<file path="src/rtl/types_pkg.sv">
// Shared types and constants for the scratchpad command sequencer.
// SPAD_SEQ_TIMEOUT is used only when the design is built with SPAD_SEQ_TIMEOUT_EN.
package types_pkg;

    localparam int MAT_S_W          = 2;
    localparam int ROW_S_W          = 3;
    localparam int WORD_W           = 16;
    localparam int NUM_ROWS         = 2 ** ROW_S_W;
    localparam int SPAD_SEQ_TIMEOUT = 16;
    localparam int TMO_W            = $clog2(SPAD_SEQ_TIMEOUT + 1);
    localparam int WDATA_W          = 2 + MAT_S_W + ROW_S_W + WORD_W;

    typedef enum logic [1:0] {
        OP_NONE  = 2'b00,
        OP_LOAD  = 2'b01,
        OP_STORE = 2'b10,
        OP_GEMM  = 2'b11
    } spad_op_t;

    typedef enum logic [1:0] {
        SEQ_IDLE  = 2'd0,
        SEQ_ISSUE = 2'd1,
        SEQ_WAIT  = 2'd2,
        SEQ_DONE  = 2'd3
    } seq_state_t;

    // Clamp a requested row count to the number of scratchpad rows.
    function automatic logic [ROW_S_W:0] sat_rows(input logic [ROW_S_W:0] rows);
        logic [ROW_S_W:0] lim;
        lim = (ROW_S_W + 1)'(NUM_ROWS);
        if (rows > lim) begin
            sat_rows = lim;
        end else begin
            sat_rows = rows;
        end
    endfunction

endpackage

</file>
<file path="src/rtl/spad_cmd_sequencer.sv">
// Scratchpad command sequencer: accepts LOAD/STORE/GEMM matrix commands,
// expands them into per-row instruction FIFO writes and waits for completion.
// Optional build macro: SPAD_SEQ_TIMEOUT_EN adds a WAIT timeout that ends the
// command with err=1 after SPAD_SEQ_TIMEOUT cycles without completion.
module spad_cmd_sequencer
    import types_pkg::*;
(
    input  logic                  CLK,
    input  logic                  nRST,
    input  logic                  cmd_valid,
    output logic                  cmd_ready,
    input  logic [1:0]            cmd_op,
    input  logic [MAT_S_W-1:0]    cmd_mat,
    input  logic [WORD_W-1:0]     cmd_base_addr,
    input  logic [WORD_W-1:0]     cmd_stride,
    input  logic [ROW_S_W:0]      cmd_rows,
    output logic                  instrFIFO_WEN,
    output logic [WDATA_W-1:0]    instrFIFO_wdata,
    input  logic                  instrFIFO_full,
    input  logic                  load_complete,
    input  logic                  gemm_complete,
    output logic                  busy,
    output logic                  done,
    output logic                  err
);

    seq_state_t           state_r;
    seq_state_t           state_s;
    spad_op_t             op_r;
    logic [MAT_S_W-1:0]   mat_r;
    logic [ROW_S_W-1:0]   row_r;
    logic [WORD_W-1:0]    addr_r;
    logic [WORD_W-1:0]    stride_r;
    logic [ROW_S_W:0]     rows_r;
    logic [ROW_S_W:0]     lcnt_r;
    logic [ROW_S_W:0]     lcnt_s;
    logic                 gemm_seen_r;
    logic                 gemm_seen_s;
    logic                 ready_r;
    logic                 done_r;
    logic                 accept_s;
    logic                 active_s;
    logic                 last_s;
    logic                 wen_s;
    logic                 wait_cplt_s;
    logic                 tmo_s;

    assign accept_s = cmd_valid && ready_r && (state_r == SEQ_IDLE);
    assign active_s = (state_r == SEQ_ISSUE) || (state_r == SEQ_WAIT);
    // GEMM always issues a single entry; other ops stop at the latched row count.
    assign last_s   = (op_r == OP_GEMM) ||
                      ({1'b0, row_r} == (rows_r - (ROW_S_W + 1)'(1)));

    // Completion tracking: only pulses belonging to the active op are counted.
    always_comb begin
        lcnt_s      = lcnt_r;
        gemm_seen_s = gemm_seen_r;
        if (active_s && (op_r == OP_LOAD) && load_complete && (lcnt_r != rows_r)) begin
            lcnt_s = lcnt_r + (ROW_S_W + 1)'(1);
        end else begin
            lcnt_s = lcnt_r;
        end
        if (active_s && (op_r == OP_GEMM) && gemm_complete) begin
            gemm_seen_s = 1'b1;
        end else begin
            gemm_seen_s = gemm_seen_r;
        end
    end

    assign wait_cplt_s = (op_r == OP_GEMM) ? gemm_seen_s : (lcnt_s == rows_r);

`ifdef SPAD_SEQ_TIMEOUT_EN
    logic [TMO_W-1:0] tmo_cnt_r;
    logic             err_r;

    assign tmo_s = (state_r == SEQ_WAIT) &&
                   (tmo_cnt_r == TMO_W'(SPAD_SEQ_TIMEOUT - 1));

    // WAIT cycle counter and error flag raised alongside a timeout-forced done.
    always_ff @(posedge CLK or negedge nRST) begin
        if (!nRST) begin
            tmo_cnt_r <= {TMO_W{1'b0}};
            err_r     <= 1'b0;
        end else begin
            if (state_r == SEQ_WAIT) begin
                tmo_cnt_r <= tmo_cnt_r + TMO_W'(1);
            end else begin
                tmo_cnt_r <= {TMO_W{1'b0}};
            end
            err_r <= (state_r == SEQ_WAIT) && !wait_cplt_s && tmo_s;
        end
    end

    assign err = err_r;
`else
    assign tmo_s = 1'b0;
    assign err   = 1'b0;
`endif

    // Next-state and FIFO write strobe; the write stalls combinationally on full.
    always_comb begin
        state_s = state_r;
        wen_s   = 1'b0;
        case (state_r)
            SEQ_IDLE: begin
                if (accept_s) begin
                    if ((cmd_rows == {(ROW_S_W + 1){1'b0}}) || (cmd_op == OP_NONE)) begin
                        state_s = SEQ_DONE;
                    end else begin
                        state_s = SEQ_ISSUE;
                    end
                end else begin
                    state_s = SEQ_IDLE;
                end
            end
            SEQ_ISSUE: begin
                if (!instrFIFO_full) begin
                    wen_s = 1'b1;
                    if (last_s) begin
                        if (op_r == OP_STORE) begin
                            state_s = SEQ_DONE;
                        end else begin
                            state_s = SEQ_WAIT;
                        end
                    end else begin
                        state_s = SEQ_ISSUE;
                    end
                end else begin
                    wen_s   = 1'b0;
                    state_s = SEQ_ISSUE;
                end
            end
            SEQ_WAIT: begin
                if (wait_cplt_s) begin
                    state_s = SEQ_DONE;
                end else if (tmo_s) begin
                    state_s = SEQ_DONE;
                end else begin
                    state_s = SEQ_WAIT;
                end
            end
            SEQ_DONE: begin
                state_s = SEQ_IDLE;
            end
            default: begin
                state_s = SEQ_IDLE;
            end
        endcase
    end

    // State register plus registered ready/done, held low while in reset.
    always_ff @(posedge CLK or negedge nRST) begin
        if (!nRST) begin
            state_r <= SEQ_IDLE;
            ready_r <= 1'b0;
            done_r  <= 1'b0;
        end else begin
            state_r <= state_s;
            ready_r <= (state_s == SEQ_IDLE);
            done_r  <= (state_s == SEQ_DONE);
        end
    end

    // Command latch and inline row/address generator.
    always_ff @(posedge CLK or negedge nRST) begin
        if (!nRST) begin
            op_r        <= OP_NONE;
            mat_r       <= {MAT_S_W{1'b0}};
            row_r       <= {ROW_S_W{1'b0}};
            addr_r      <= {WORD_W{1'b0}};
            stride_r    <= {WORD_W{1'b0}};
            rows_r      <= {(ROW_S_W + 1){1'b0}};
            lcnt_r      <= {(ROW_S_W + 1){1'b0}};
            gemm_seen_r <= 1'b0;
        end else if (accept_s) begin
            op_r        <= spad_op_t'(cmd_op);
            mat_r       <= cmd_mat;
            row_r       <= {ROW_S_W{1'b0}};
            addr_r      <= cmd_base_addr;
            stride_r    <= cmd_stride;
            rows_r      <= sat_rows(cmd_rows);
            lcnt_r      <= {(ROW_S_W + 1){1'b0}};
            gemm_seen_r <= 1'b0;
        end else begin
            // The final entry stays on wdata; only intermediate writes advance.
            if (wen_s && !last_s) begin
                row_r  <= row_r + ROW_S_W'(1);
                addr_r <= addr_r + stride_r;
            end
            lcnt_r      <= lcnt_s;
            gemm_seen_r <= gemm_seen_s;
        end
    end

    assign cmd_ready       = ready_r;
    assign instrFIFO_WEN   = wen_s;
    assign instrFIFO_wdata = {op_r, mat_r, row_r, addr_r};
    assign busy            = (state_r != SEQ_IDLE);
    assign done            = done_r;

endmodule
</file>
<file path="config.mk">
export PLATFORM = sky130hd
export DESIGN_NAME = spad_cmd_sequencer
export DESIGN_NICKNAME = d
export VERILOG_FILES = /design/src/rtl/types_pkg.sv /design/src/rtl/spad_cmd_sequencer.sv
export SDC_FILE = /design/constraint.sdc
export NUM_CORES = 1
export LEC_CHECK = 0
export CAP_MARGIN = 40
export CORE_MARGIN = 10
export CORE_UTILIZATION = 51
export CTS_CLUSTER_DIAMETER = 30
export DETAILED_ROUTE_END_ITERATION = 10
export PLACE_DENSITY = 0.81
export SLEW_MARGIN = 20
export SYNTH_ARGS = -nofsm -noshare
export SYNTH_HDL_FRONTEND = slang
export SYNTH_SLANG_ARGS = --single-unit
</file>
<file path="constraint.sdc">
create_clock -name CLK -period 2.84 [get_ports CLK]
set_clock_uncertainty 0.15 [all_clocks]
set_input_delay 0.568 -clock CLK [delete_from_list [all_inputs] [get_ports CLK]]
set_output_delay 0.568 -clock CLK [all_outputs]
set_load 0.005 [all_outputs]
</file>
# Word level (Yosys, flattened, before mapping)
# Cells that the tools add are included.
[op_classes] multipliers=0 mux=19 shifts=0 n_eq_ne=10 div_mod_pow=0 reduce_logical=18 magnitude_cmp=1 n_bitwise=0 n_addsub=4
[op_table] op="$mux W16" count=2
[op_table] op="$add A16 B16 Y16" count=1
[op_table] op="$mux W4" count=3
[op_table] op="$eq A2 B2 Y1 const B" count=5
[op_table] op="$logic_and A1 B1 Y1" count=8
[op_table] op="$mux W2" count=4
[op_table] op="$pmux W2 S4" count=1
[op_table] op="$mux W1" count=7
[op_table] op="$logic_not A2 Y1" count=3
[op_table] op="$mux W3" count=2
[op_table] op="$add A4 B1 Y4 const B" count=1
[op_table] op="$eq A2 B1 Y1 const B" count=2
[op_table] op="$eq A3 B4 Y1" count=1
[op_table] op="$eq A4 B4 Y1" count=1
[op_table] op="$gt A4 B4 Y1 const B" count=1
[op_table] op="$logic_not A4 Y1" count=1
[op_table] op="$ne A4 B4 Y1" count=1
[op_table] op="$reduce_bool A2 Y1" count=2
[op_table] op="$sub A4 B1 Y4 const B" count=1
[op_table] op="$add A3 B1 Y3 const B" count=1
[op_table] op="$logic_or A1 B1 Y1" count=3
[op_table] op="$logic_not A1 Y1" count=1
[totals] reg_bits=52 word_cells=63 mem_count=0 ram_bits=0 input_bits=46 output_inout_bits=28 rom_bits=0 latch_bits=0

# Longest topological paths before layout
[logic_depth] word_depth=11 depth_mapped=11 ltp_nobuf=10

# Least setup slack after synthesis
# OpenSTA, ideal clock, no wires.
[synth_path] kind="register -> register" start="register rows_r[0]" end="register addr_r[1]" t_required_ns=2.569 path_buffers=2 setup_slack_ns=0.283 path_stages_with_launch=12 t_arrival_ns=2.286 cell_sequence="dfrtp_1 > inv_1 > ha_1 > xor2_1 > or3b_1 > a2111oi_4 > or2_1 > buf_4 > buf_6 > nor2_1 > a211oi_2 > nor2_1"
[synth_between] elab_chain_len=6
[synth_rtl] element="start: declaration" line_no="spad_cmd_sequencer.sv:34" rtl="logic [ROW_S_W:0] rows_r;"
[synth_rtl] element="start signal: assignment" line_no="spad_cmd_sequencer.sv:172" rtl="rows_r <= {(ROW_S_W + 1){1'b0}};"
[synth_rtl] element="start signal: assignment" line_no="spad_cmd_sequencer.sv:181" rtl="rows_r <= sat_rows(cmd_rows);"
[synth_rtl] element="$sub A4 B1 Y4" line_no="spad_cmd_sequencer.sv:52" rtl="({1'b0, row_r} == (rows_r - (ROW_S_W + 1)'(1)));"
[synth_rtl] element="$eq A3 B4 Y1" line_no="spad_cmd_sequencer.sv:52"
[synth_rtl] element="$logic_or A1 B1 Y1" line_no="spad_cmd_sequencer.sv:51" rtl="assign last_s = (op_r == OP_GEMM) ||"
[synth_rtl] element="$logic_not A1 Y1" line_no="spad_cmd_sequencer.sv:186" rtl="if (wen_s && !last_s) begin"
[synth_rtl] element="$logic_and A1 B1 Y1" line_no="spad_cmd_sequencer.sv:186"
[synth_rtl] element="$reduce_bool A2 Y1 (no line)"
[synth_rtl] element="end signal: assignment" line_no="spad_cmd_sequencer.sv:170" rtl="addr_r <= {WORD_W{1'b0}};"
[synth_rtl] element="end signal: assignment" line_no="spad_cmd_sequencer.sv:179" rtl="addr_r <= cmd_base_addr;"
[synth_rtl] element="end signal: assignment" line_no="spad_cmd_sequencer.sv:188" rtl="addr_r <= addr_r + stride_r;"
[synth_rtl] element="end: declaration" line_no="spad_cmd_sequencer.sv:32" rtl="logic [WORD_W-1:0] addr_r;"
# No other way between the ends.
# A chain may end at the register's enable or synchronous reset.

# Worst setup path in the final report
# Ends and elaborated chain as after synthesis.

==> summary.txt <==
Status
  • Status: finished clean

Worst setup path
  • Startpoint Class: flop
  • Slowest stage delay, CP: 520 ps
  • Largest delay share family, worst path: simple AND/OR/NAND/NOR gates
  • Critical path's most frequent cell: nor2_1
  • Data arrival, critical path: 2740 ps
  • CP bufs+invs: 2
  • RR Startpoint: rows_r[0]
  • CP Data Required Time: 2900 ps
  • CP Cell Sequence: inv_1 -> ha_1 -> xor2_1 -> or3b_1 -> a2111oi_4 -> or2_1 -> buf_12 -> nor2_1 -> a211oi_2 -> nor2_1
  • Critical-path maximum fanout: 25
  • CP Capture Type: flop
  • CP max stage cell: a2111oi_4
  • Crit path launch: rows_r[0]
  • Setup Crit Path Kind: reg2reg

Synthesis
  • Share of the synthesized area in the top cell type: 39.8%
  • Number of enable flip-flop cells after synthesis: 0
  • Yosys top cell by area: dfrtp_1
  • Fraction of registers with async set/reset: 100%
  • Seq/Total Area, Yosys: 39.8%
  • Synth warn: 0
  • Prevailing post-synth register cell: dfrtp_1
  • Yosys cell types: 54
  • Mapped Area: 3270 sq um
  • Synth Register Bits: 52
  • Synth Net Count: 455
  • Syn_area_per_cell: 8.47 sq um
  • Synth Instances: 386
  • Synth top area cells: dfrtp_1 (40%), nand2_1 (11%), ha_1 (8.4%)

Routing
  • Aggregate routed wire length: 7910 um
  • DR WL/cell: 14.7 um
  • Post-DRT Antenna Nets: 0
  • Via count: 2890
  • DRC: 0
  • Drt pass-1 iters: 4
  • DR vias/cell: 5.37
  • DR iter-0 viols: 113

Clock tree
  • Hold buffers post-CTS: 0
  • CTS tree: built
  • Post-CTS setup buffer count: 0
  • Root Driver: clkbuf_8
  • Clock buffer depth: 2
  • CTS sink count: 52
  • TritonCTS Buffers: 5
  • # H-tree levels: 2
  • Worst-skew pair later-pin latency: 310 ps
  • Clk pin slew, worst setup/hold paths: 100 ps

Placed design
  • Placed cell count: 529
  • HPWL after DPL: 6150 um
  • Area after DPL: 4090 sq um
  • Final Wtd Congestion: 0.894
  • Buffers on Ports: 72

Pwr
  • Pwr dens: 1110 nW/um^2
  • Leakage: 1.99 nW
  • VDD IR max: 0.526 mV

Floorplanning
  • Rows: 29
  • Die ar.: 10000 sq um
  • Width of the die: 100 um
  • Initial Utilization: 52.1%
  • Chip height: 100 um
  • Top Ports: 74
  • Core Region: 6280 sq um

STA
  • Post-route minimum period: 2680 ps
  • Fmax: 0.373 GHz
  • Setup violators final: 0
  • Unrepaired setup endpoints after global routing: false
  • Worst slew margin: 67.2%
  • Final period util: 94.3%
  • Post-route setup TNS: 0 ps
  • Final hold violations: 0
  • Least-Margin Pin Slew: 488 ps
  • Final Slew Violations: 0

Global route
  • Global-route wire length before repair: 13200 um
  • Total gr overflow: 0
  • Total GRT Usage: 15.6%
  • Pin count of the biggest net entering global routing: 36
  • Initial antenna violation count: 0
  • Vias in the first global route: 2874

Finish
  • Layout cells sized above 1: 5.21%
  • Design area: 4210 sq um
  • Final Util: 67.0%
  • Fin nets: 529
  • Antenna diodes: 0
  • Post-synthesis to final-layout area growth: 28.8%
  • Post-Layout Cell Count: 538

Min path
  • Hold Crit Class: in2async

Run
  • # Max-Cap Violations: 0
[kinds of logic (layout without fill, tap and decap cells)]
kind of cell,after synthesis,count (layout),share of synthesized area [%]
muxes,3,3,0.919
buffers and inverters,27,102,3.71
and+or+nand+nor,174,174,23.8
DFF,52,52,39.8
adders and majority gates,23,23,9.04
other,1,1,0.115
AOI/OAI and AO/OA,86,86,17.3
xor gates and xnor gates,20,20,5.36
[registers in the layout, indices dropped and copies added (netlist names)]
register / flops
op_r: 2
addr_r: 16
gemm_seen_r: 1
mat_r: 2
rows_r: 4
done: 1
lcnt_r: 4
row_r: 3
state_r: 2
cmd_ready: 1
stride_r: 16
[report_power, final]
| part | switching, W | internal [W] |
|---|---|---|
| Clock | 0.000241 | 0.000176 |
| Sequential | 0.000279 | 0.00107 |
| Combinational | 0.00150 | 0.00142 |
| Total | 0.00202 | 0.00267 |
[cell usage after synthesis, types with 6 or more instances]
cell type / number
nor3_1: 6
nor2_1: 34
a21o_1: 7
nand3_1: 6
inv_1: 11
clkbuf_1: 8
ha_1: 22
o21ai_1: 8
a21oi_1: 31
nand2_1: 93
xor2_1: 11
dfrtp_1: 52
o21ai_0: 9
xnor2_1: 9
a31oi_1: 6
and3_1: 13
[what timing repair did]
item                                   4_1_cts  5_1_grt
endpoints found under the hold margin        0        0
setup endpoints to repair                    0        2
gates resized for setup                      0        1
[layout by cell type (no fill, tap or decap), drive strengths merged, types with 3 or more instances in the layout]
cell type,synthesis,final
nand2,93,93
clkdlybuf4s50,0,71
dfrtp,52,52
nor2,34,34
a21oi,31,31
ha,22,22
o21ai,17,17
and3,13,13
buf,8,12
inv,11,11
xor2,11,11
xnor2,9,9
a21o,7,7
nand3,6,6
nor3,6,6
a31oi,6,6
clkbuf,8,6
nand3b,4,4
nor2b,4,4
o21a,4,4
mux2i,3,3
[final timing paths]
| check | to | slack, ps | depth (start not counted) |
|---|---|---|---|
| setup / recovery | addr_r[1] | 160 | 10 |
| hold / removal | addr_r[2] | 30 | 1 |
| min in group CLK | stride_r[5] | 340 | 2 |
| hold reg to reg | stride_r[5] | 340 | 2 |
| max in group asynchronous | addr_r[15] | 2010 | 2 |
| setup reg to reg | addr_r[1] | 160 | 10 |
[per-layer routing]
layer / global-route usage [%] / wire length, um / vias to the layer above
li1: - / - / 1475
met1: 19.1 / 3550 / 1341
met2: 26.4 / 3800 / 68
met3: 3.98 / 445 / 6
met4: 4.46 / 108 / 0
met5: 0 / 0 / -
[stage by stage]
step,power [W],worst slack (ps),hold WS (ps)
detailed placement,0.00427,28.8,320
floorplan,0.00331,283,122
global route,0.00515,9.61,44.6
CTS,0.00470,113,195
global placement,0.00418,115,315
finish,0.00468,162,27.8
[area by class of cell]
type	instances	area, sq um
Tap cell	77	96.3
Clock buffer	6	72.6
Clock inverter	2	16.3
Timing Repair Buffer	83	831
Sequential cell	52	1300
Multi-Input combinational cell	307	1850
Fill cell	539	2070
Inverter	11	41.3
Note: power is estimated with default switching activity, not from simulation.
